<file path="src/rtl/unstripe_pkg.sv">
`default_nettype none
// +----------------------------------------------------------------------+
// | unstripe_pkg : FSM state type, default geometry, occupancy helper    |
// | Revision 1.0                                                         |
// +----------------------------------------------------------------------+
package unstripe_pkg;

    localparam int C_DEFAULT_WIDTH    = 32;
    localparam int C_DEFAULT_DEPTH    = 4;
    localparam int C_DEFAULT_SKEW_MAX = 2;

    typedef enum logic [1:0] {
        IDLE   = 2'd0,
        RUN_L0 = 2'd1,
        RUN_L1 = 2'd2,
        ERR    = 2'd3
    } state_e;

    function automatic int occ_diff(input int a, input int b);
        return (a > b) ? (a - b) : (b - a);
    endfunction

endpackage
`default_nettype wire

</file>
<file path="src/rtl/lane_fifo.sv">
`default_nettype none
// +----------------------------------------------------------------------+
// | lane_fifo : per-lane word FIFO with synchronous flush (DEPTH >= 2)   |
// | Revision 1.0                                                         |
// +----------------------------------------------------------------------+
module lane_fifo #(
    parameter int WIDTH = 32,
    parameter int DEPTH = 4
) (
    input  logic                   clk,
    input  logic                   rst_n,
    input  logic                   push_i,
    input  logic [WIDTH-1:0]       data_i,
    input  logic                   pop_i,
    input  logic                   flush_i,
    output logic                   full_o,
    output logic                   empty_o,
    output logic [$clog2(DEPTH):0] count_o,
    output logic [WIDTH-1:0]       head_o
);

    localparam int AW = $clog2(DEPTH);
    localparam int CW = AW + 1;

    logic [WIDTH-1:0] mem_q [DEPTH];
    logic [AW-1:0]    wr_ptr_q;
    logic [AW-1:0]    wr_ptr_d;
    logic [AW-1:0]    rd_ptr_q;
    logic [AW-1:0]    rd_ptr_d;
    logic [CW-1:0]    count_q;
    logic [CW-1:0]    count_d;
    logic             w_push_acc;
    logic             w_pop_acc;

    assign full_o  = (count_q == CW'(DEPTH));
    assign empty_o = (count_q == '0);
    assign count_o = count_q;
    assign head_o  = mem_q[rd_ptr_q];

    // A full FIFO still takes a push when the same edge pops a word.
    assign w_pop_acc  = pop_i && !empty_o;
    assign w_push_acc = push_i && (!full_o || w_pop_acc);

    always_comb begin
        wr_ptr_d = wr_ptr_q;
        rd_ptr_d = rd_ptr_q;
        count_d  = count_q;
        if (flush_i) begin
            wr_ptr_d = '0;
            rd_ptr_d = '0;
            count_d  = '0;
        end else begin
            if (w_push_acc) begin
                wr_ptr_d = wr_ptr_q + AW'(1);
            end
            if (w_pop_acc) begin
                rd_ptr_d = rd_ptr_q + AW'(1);
            end
            count_d = count_q + CW'(w_push_acc) - CW'(w_pop_acc);
        end
    end

    always_ff @(posedge clk or negedge rst_n) begin
        if (!rst_n) begin
            wr_ptr_q <= '0;
            rd_ptr_q <= '0;
            count_q  <= '0;
        end else begin
            wr_ptr_q <= wr_ptr_d;
            rd_ptr_q <= rd_ptr_d;
            count_q  <= count_d;
        end
    end

    always_ff @(posedge clk) begin
        if (w_push_acc && !flush_i) begin
            mem_q[wr_ptr_q] <= data_i;
        end
    end

endmodule
`default_nettype wire

</file>
<file path="src/rtl/unstripe_ctrl.sv">
`default_nettype none
// +----------------------------------------------------------------------+
// | unstripe_ctrl : merges two striped lanes back into lane0/lane1 order |
// | Option UNSTRIPE_ERR_CNT_EN adds an 8-bit saturating err_count port.  |
// | Revision 1.0                                                         |
// +----------------------------------------------------------------------+
module unstripe_ctrl
    import unstripe_pkg::*;
#(
    parameter int WIDTH    = C_DEFAULT_WIDTH,
    parameter int DEPTH    = C_DEFAULT_DEPTH,
    parameter int SKEW_MAX = C_DEFAULT_SKEW_MAX
) (
    input  logic             clk,
    input  logic             reset_L,
    input  logic             valid_0,
    input  logic [WIDTH-1:0] lane_0,
    input  logic             valid_1,
    input  logic [WIDTH-1:0] lane_1,
    input  logic             ready_in,
    input  logic             clear_err,
    output logic [WIDTH-1:0] data_out,
    output logic             valid_out,
    output logic             lane_err,
    output logic             idle
`ifdef UNSTRIPE_ERR_CNT_EN
    ,
    output logic [7:0]       err_count
`endif
);

    localparam int CW = $clog2(DEPTH) + 1;

    state_e           state_q;
    state_e           state_d;
    logic             lane_err_q;
    logic             lane_err_d;

    logic             w_push0;
    logic             w_push1;
    logic             w_pop0;
    logic             w_pop1;
    logic             w_full0;
    logic             w_full1;
    logic             w_empty0;
    logic             w_empty1;
    logic [CW-1:0]    w_cnt0;
    logic [CW-1:0]    w_cnt1;
    logic [WIDTH-1:0] w_head0;
    logic [WIDTH-1:0] w_head1;
    logic             w_acc0;
    logic             w_acc1;
    logic             w_ovf;
    logic [CW-1:0]    w_occ0;
    logic [CW-1:0]    w_occ1;
    logic             w_skew;
    logic             w_err_evt;

    assign w_push0 = valid_0 && (state_q != ERR);
    assign w_push1 = valid_1 && (state_q != ERR);
    assign w_pop0  = (state_q == RUN_L0) && ready_in;
    assign w_pop1  = (state_q == RUN_L1) && ready_in;

    // Occupancy as it will stand after this edge's push/pop, used for skew.
    assign w_acc0 = w_push0 && (!w_full0 || w_pop0);
    assign w_acc1 = w_push1 && (!w_full1 || w_pop1);
    assign w_occ0 = w_cnt0 + CW'(w_acc0) - CW'(w_pop0);
    assign w_occ1 = w_cnt1 + CW'(w_acc1) - CW'(w_pop1);
    assign w_ovf  = (w_push0 && w_full0 && !w_pop0) ||
                    (w_push1 && w_full1 && !w_pop1);
    assign w_skew = occ_diff(int'(w_occ0), int'(w_occ1)) > SKEW_MAX;

    assign w_err_evt = (state_q != ERR) && (w_ovf || w_skew);

    lane_fifo #(
        .WIDTH (WIDTH),
        .DEPTH (DEPTH)
    ) u_fifo0 (
        .clk     (clk),
        .rst_n   (reset_L),
        .push_i  (w_push0),
        .data_i  (lane_0),
        .pop_i   (w_pop0),
        .flush_i (w_err_evt),
        .full_o  (w_full0),
        .empty_o (w_empty0),
        .count_o (w_cnt0),
        .head_o  (w_head0)
    );

    lane_fifo #(
        .WIDTH (WIDTH),
        .DEPTH (DEPTH)
    ) u_fifo1 (
        .clk     (clk),
        .rst_n   (reset_L),
        .push_i  (w_push1),
        .data_i  (lane_1),
        .pop_i   (w_pop1),
        .flush_i (w_err_evt),
        .full_o  (w_full1),
        .empty_o (w_empty1),
        .count_o (w_cnt1),
        .head_o  (w_head1)
    );

    always_comb begin
        state_d    = state_q;
        lane_err_d = lane_err_q;
        valid_out  = 1'b0;
        data_out   = '0;
        case (state_q)
            IDLE: begin
                if (!w_empty0 && !w_empty1) begin
                    state_d = RUN_L0;
                end
            end
            RUN_L0: begin
                valid_out = 1'b1;
                data_out  = w_head0;
                if (ready_in) begin
                    state_d = RUN_L1;
                end
            end
            RUN_L1: begin
                valid_out = 1'b1;
                data_out  = w_head1;
                if (ready_in) begin
                    state_d = ((w_occ0 != '0) && (w_occ1 != '0)) ? RUN_L0 : IDLE;
                end
            end
            ERR: begin
                if (clear_err) begin
                    state_d    = IDLE;
                    lane_err_d = 1'b0;
                end
            end
            default: begin
                state_d = IDLE;
            end
        endcase
        // An error on this edge wins over every other transition.
        if (w_err_evt) begin
            state_d    = ERR;
            lane_err_d = 1'b1;
        end
    end

    always_ff @(posedge clk or negedge reset_L) begin
        if (!reset_L) begin
            state_q    <= IDLE;
            lane_err_q <= 1'b0;
        end else begin
            state_q    <= state_d;
            lane_err_q <= lane_err_d;
        end
    end

    assign lane_err = lane_err_q;
    assign idle     = (state_q == IDLE);

`ifdef UNSTRIPE_ERR_CNT_EN
    logic [7:0] err_cnt_q;

    always_ff @(posedge clk or negedge reset_L) begin
        if (!reset_L) begin
            err_cnt_q <= '0;
        end else if (w_err_evt && (err_cnt_q != 8'hFF)) begin
            err_cnt_q <= err_cnt_q + 8'd1;
        end
    end

    assign err_count = err_cnt_q;
`endif

endmodule
`default_nettype wire

</file>
<file path="config.mk">
export PLATFORM = sky130hd
export DESIGN_NAME = unstripe_ctrl
export DESIGN_NICKNAME = d
export VERILOG_FILES = /design/src/rtl/unstripe_pkg.sv /design/src/rtl/lane_fifo.sv /design/src/rtl/unstripe_ctrl.sv
export SDC_FILE = /design/constraint.sdc
export NUM_CORES = 1
export LEC_CHECK = 0
export CAP_MARGIN = 40
export CELL_PAD_IN_SITES_DETAIL_PLACEMENT = 1
export CELL_PAD_IN_SITES_GLOBAL_PLACEMENT = 1
export CORE_MARGIN = 3
export CORE_UTILIZATION = 45
export CTS_CLUSTER_SIZE = 20
export DETAILED_ROUTE_END_ITERATION = 6
export PLACE_DENSITY_LB_ADDON = 0.1
export SKIP_CTS_REPAIR_TIMING = 1
export SLEW_MARGIN = 30
export SYNTH_ARGS = -nofsm -noshare
export SYNTH_HDL_FRONTEND = slang
export SYNTH_SLANG_ARGS = --single-unit
</file>
<file path="constraint.sdc">
create_clock -name clk -period 7.4 [get_ports clk]
set_input_delay 1.11 -clock clk [delete_from_list [all_inputs] [get_ports clk]]
set_output_delay 1.11 -clock clk [all_outputs]
set_load 0.03 [all_outputs]
</file>
==> impl_results.md <==
- Area Growth Syn to Fin: 21.4%
- Detailed-route wire length: 26000 um
- Post-synth EDFFs: 256
- Clock latency on the worst-skew pair: 0.54 ns
- Initial DRC Count: 357
- Initial core utilization: 46.2%
- Syn_nets: 691
- Post-route clock period utilization: 76.1%
- WL/cell: 24.7 um
- Setup slack after layout: 1.76 ns
- Synth area leaders: edfxtp_1 (68%), mux4_2 (13%), dfrtp_1 (3.8%)
- Setup WS pre-CTS: 1.18 ns
- Nets: 809
- CTS tree: done
- Post-synthesis async set-or-reset flop share: 6.23%
- CP arrival: 5.87 ns
- Mean Syn Cell Area: 19.2 sq um
- F_max: 177 MHz
- Uppermost routed layer: met4
- CP max FO: 19
- Critical path required time: 7.64 ns
- Final hold vios: 0
- Max VDD drop: 0.378 mV
- Critical path, cell by cell: clkdlybuf4s50_1, nand2_1, nand3_1, and3_1, ha_1, inv_1, fa_1, inv_1, ha_1, ha_1, nand2b_1, ha_1, a21boi_0, o22ai_1, a31oi_4, nor2b_2, and2_2, buf_16
- Max-slew headroom: 50.9%
- Routability cong.: 0.764
- Routed wl met3: 1140 um
- Leak: 4.51 nW
- Placed Cells: 1002
- Antenna violation net count after detailed routing: 0
- Final Setup Violations: 0
- Worst-Margin Slew: 0.736 ns
- Via Count: 5840
- Via/cell ratio: 5.56
- Min cycle time layout: 5.64 ns
- Reg2reg setup slack: 2.10 ns
- Largest net degree at the start of global routing: 35
- Clock Path Buffers: 3
- Synth Flop Type: edfxtp_1
- Clock Pin Slew Worst Setup and Hold Paths: 0.06 ns
- Core Util, Final: 56.1%
- Initial antenna violation count: 0
- Hold Path Class: input port to async pin
- Setup total negative slack: 0 ns
- Drt drc: 0
- Fin Hold WS: 0.514 ns
- Yosys warning count: 0
- P per Cell Area: 496 mW/mm^2
- Top cells by count, synth: edfxtp_1 (256), mux4_2 (64), nor2b_1 (33), a22oi_1 (32), inv_1 (27)
- Crit-path leading delay family: adder cells
- Diode count: 0
- CP Capture Type: flop
- Port buffer count: 104
- Slowest stage delay, CP: 0.53 ns
- Final Slew Violations: 0
- Clk root buf: clkbuf_16
- WS Path Type: input port to flop
- Layout cells sized above 1: 19.3%
- Routed met1 length: 10900 um
- Synth top area share: 67.8%
- Global-route wire length before repair: 40100 um
- Die width: 165 um
- # IOs: 105
- Status: complete, no violations
- Fillers: 2181
- Post-Syn Area: 0.0113 sq mm
- First-pass iteration count of the detailed router: 5
- H-tree levels: 1
- Netlist cell types: 42
- Hpwl dp: 17300 um
- Core ar.: 0.0245 sq mm
- RSZ-0062 raised after global routing: false
- Row count: 57
- Die Ht: 165 um
- Non-Filler Instances: 1051
- CTS Buf Count: 28
- Worst setup SP type: input port
- Skew final: 0.0101 ns
- CP max stage cell: clkdlybuf4s50_1
- Clock Sinks: 273
- Gr ovfl total: 0
- Met2 wire len: 13600 um
- GRT Total Usage: 19.8%
- Yosys top cell by area: edfxtp_1
- Die area: 0.0271 sq mm
- Cell repeated most along the worst path: ha_1
- Mapped Cells: 590
- Max Cap Viol: 0
- Count leader, synth: edfxtp_1
- CP bufs+invs: 4
- Seq/Total Area, Yosys: 71.6%
- Yosys reg bits: 273
- Vias in the first global route: 6548
-- worst reg2reg max path, stage by stage, from the launching register on --
cell	delay (ns)
dfrtp_1	0.44
inv_1	0.14
ha_2	0.21
nand2_1	0.11
nand3_1	0.11
and3_1	0.30
ha_1	0.19
inv_1	0.05
fa_1	0.49
inv_1	0.08
ha_1	0.36
ha_1	0.22
nand2b_1	0.14
ha_1	0.33
a21boi_0	0.16
o22ai_1	0.38
a31oi_4	0.30
nor2b_2	0.25
and2_2	0.50
buf_16	0.24
-- logic make-up after synthesis --
family / after synthesis / share of synthesized area (%)
mux: 66 / 12.9
buf+inv: 57 / 2.02
flops: 273 / 71.6
fa+ha+maj: 31 / 3.75
xor+xnor: 12 / 1.20
simple gates: 99 / 4.96
compound gates: 52 / 3.60
-- flip-flops by register name (all words and copies together) (netlist names) --
signal            flops
lane_err              1
state_q               2
u_fifo0.count_o       3
u_fifo0.mem_q       128
u_fifo0.rd_ptr_q      2
u_fifo0.wr_ptr_q      2
u_fifo1.count_o       3
u_fifo1.mem_q       128
u_fifo1.rd_ptr_q      2
u_fifo1.wr_ptr_q      2
-- placed cells by master (no fill, tap or decap), types with 5 or more instances in the layout --
master	n
a22oi_1	32
buf_16	5
buf_12	5
mux4_2	64
a21oi_1	5
clkbuf_1	11
fa_1	5
and2_2	8
clkbuf_16	28
inv_1	27
clkinv_1	5
ha_1	23
edfxtp_1	256
xnor2_1	8
nand2b_1	7
nand2_1	8
nor2_1	19
clkdlybuf4s50_1	103
nor2b_1	33
dfrtp_1	13
-- layout make-up --
class	count	area (sq um)	share of cell area, %
multi-input cells	260	3010	21.9
clock buffers	39	742	5.39
clock inverters	10	83.8	0.609
repair buffers	118	1300	9.47
inverters	27	101	0.736
flip-flops and latches	273	8120	59.0
well taps	324	405	2.95
-- final timing paths --
| check | startpoint | to | depth (start not counted) |
|---|---|---|---|
| min in group clk | lane_err | lane_err | 2 |
| max reg2reg | state_q[0] | u_fifo0.mem_q[2][31] | 19 |
| max in group asynchronous | reset_L | u_fifo0.rd_ptr_q[1] | 1 |
| min | reset_L | u_fifo1.wr_ptr_q[0] | 1 |
| min reg2reg | lane_err | lane_err | 2 |
| max | ready_in | u_fifo0.mem_q[2][31] | 18 |
-- per-layer routing --
layer,track usage (%),vias to the layer above
met2,34.1,153
met4,4.57,0
li1,-,2575
met5,0,-
met1,27.2,3080
met3,2.56,32
-- stage by stage --
step                      power (W)  cell area (sq um)
final                       0.00682              13800
after global routing        0.00726              13800
after CTS                   0.00693              13800
after detailed placement    0.00562              12900
after global placement      0.00533              12700
after floorplan             0.00451              11300
-- power breakdown --
part | leakage, nW | internal [W] | total, W | switching (W)
Clock | 0.399 | 0.000731 | 0.00128 | 0.000549
Sequential | 2.53 | 0.00221 | 0.00238 | 0.000172
Combinational | 1.58 | 0.00137 | 0.00316 | 0.00179
Note: power is estimated with default switching activity, not from simulation.
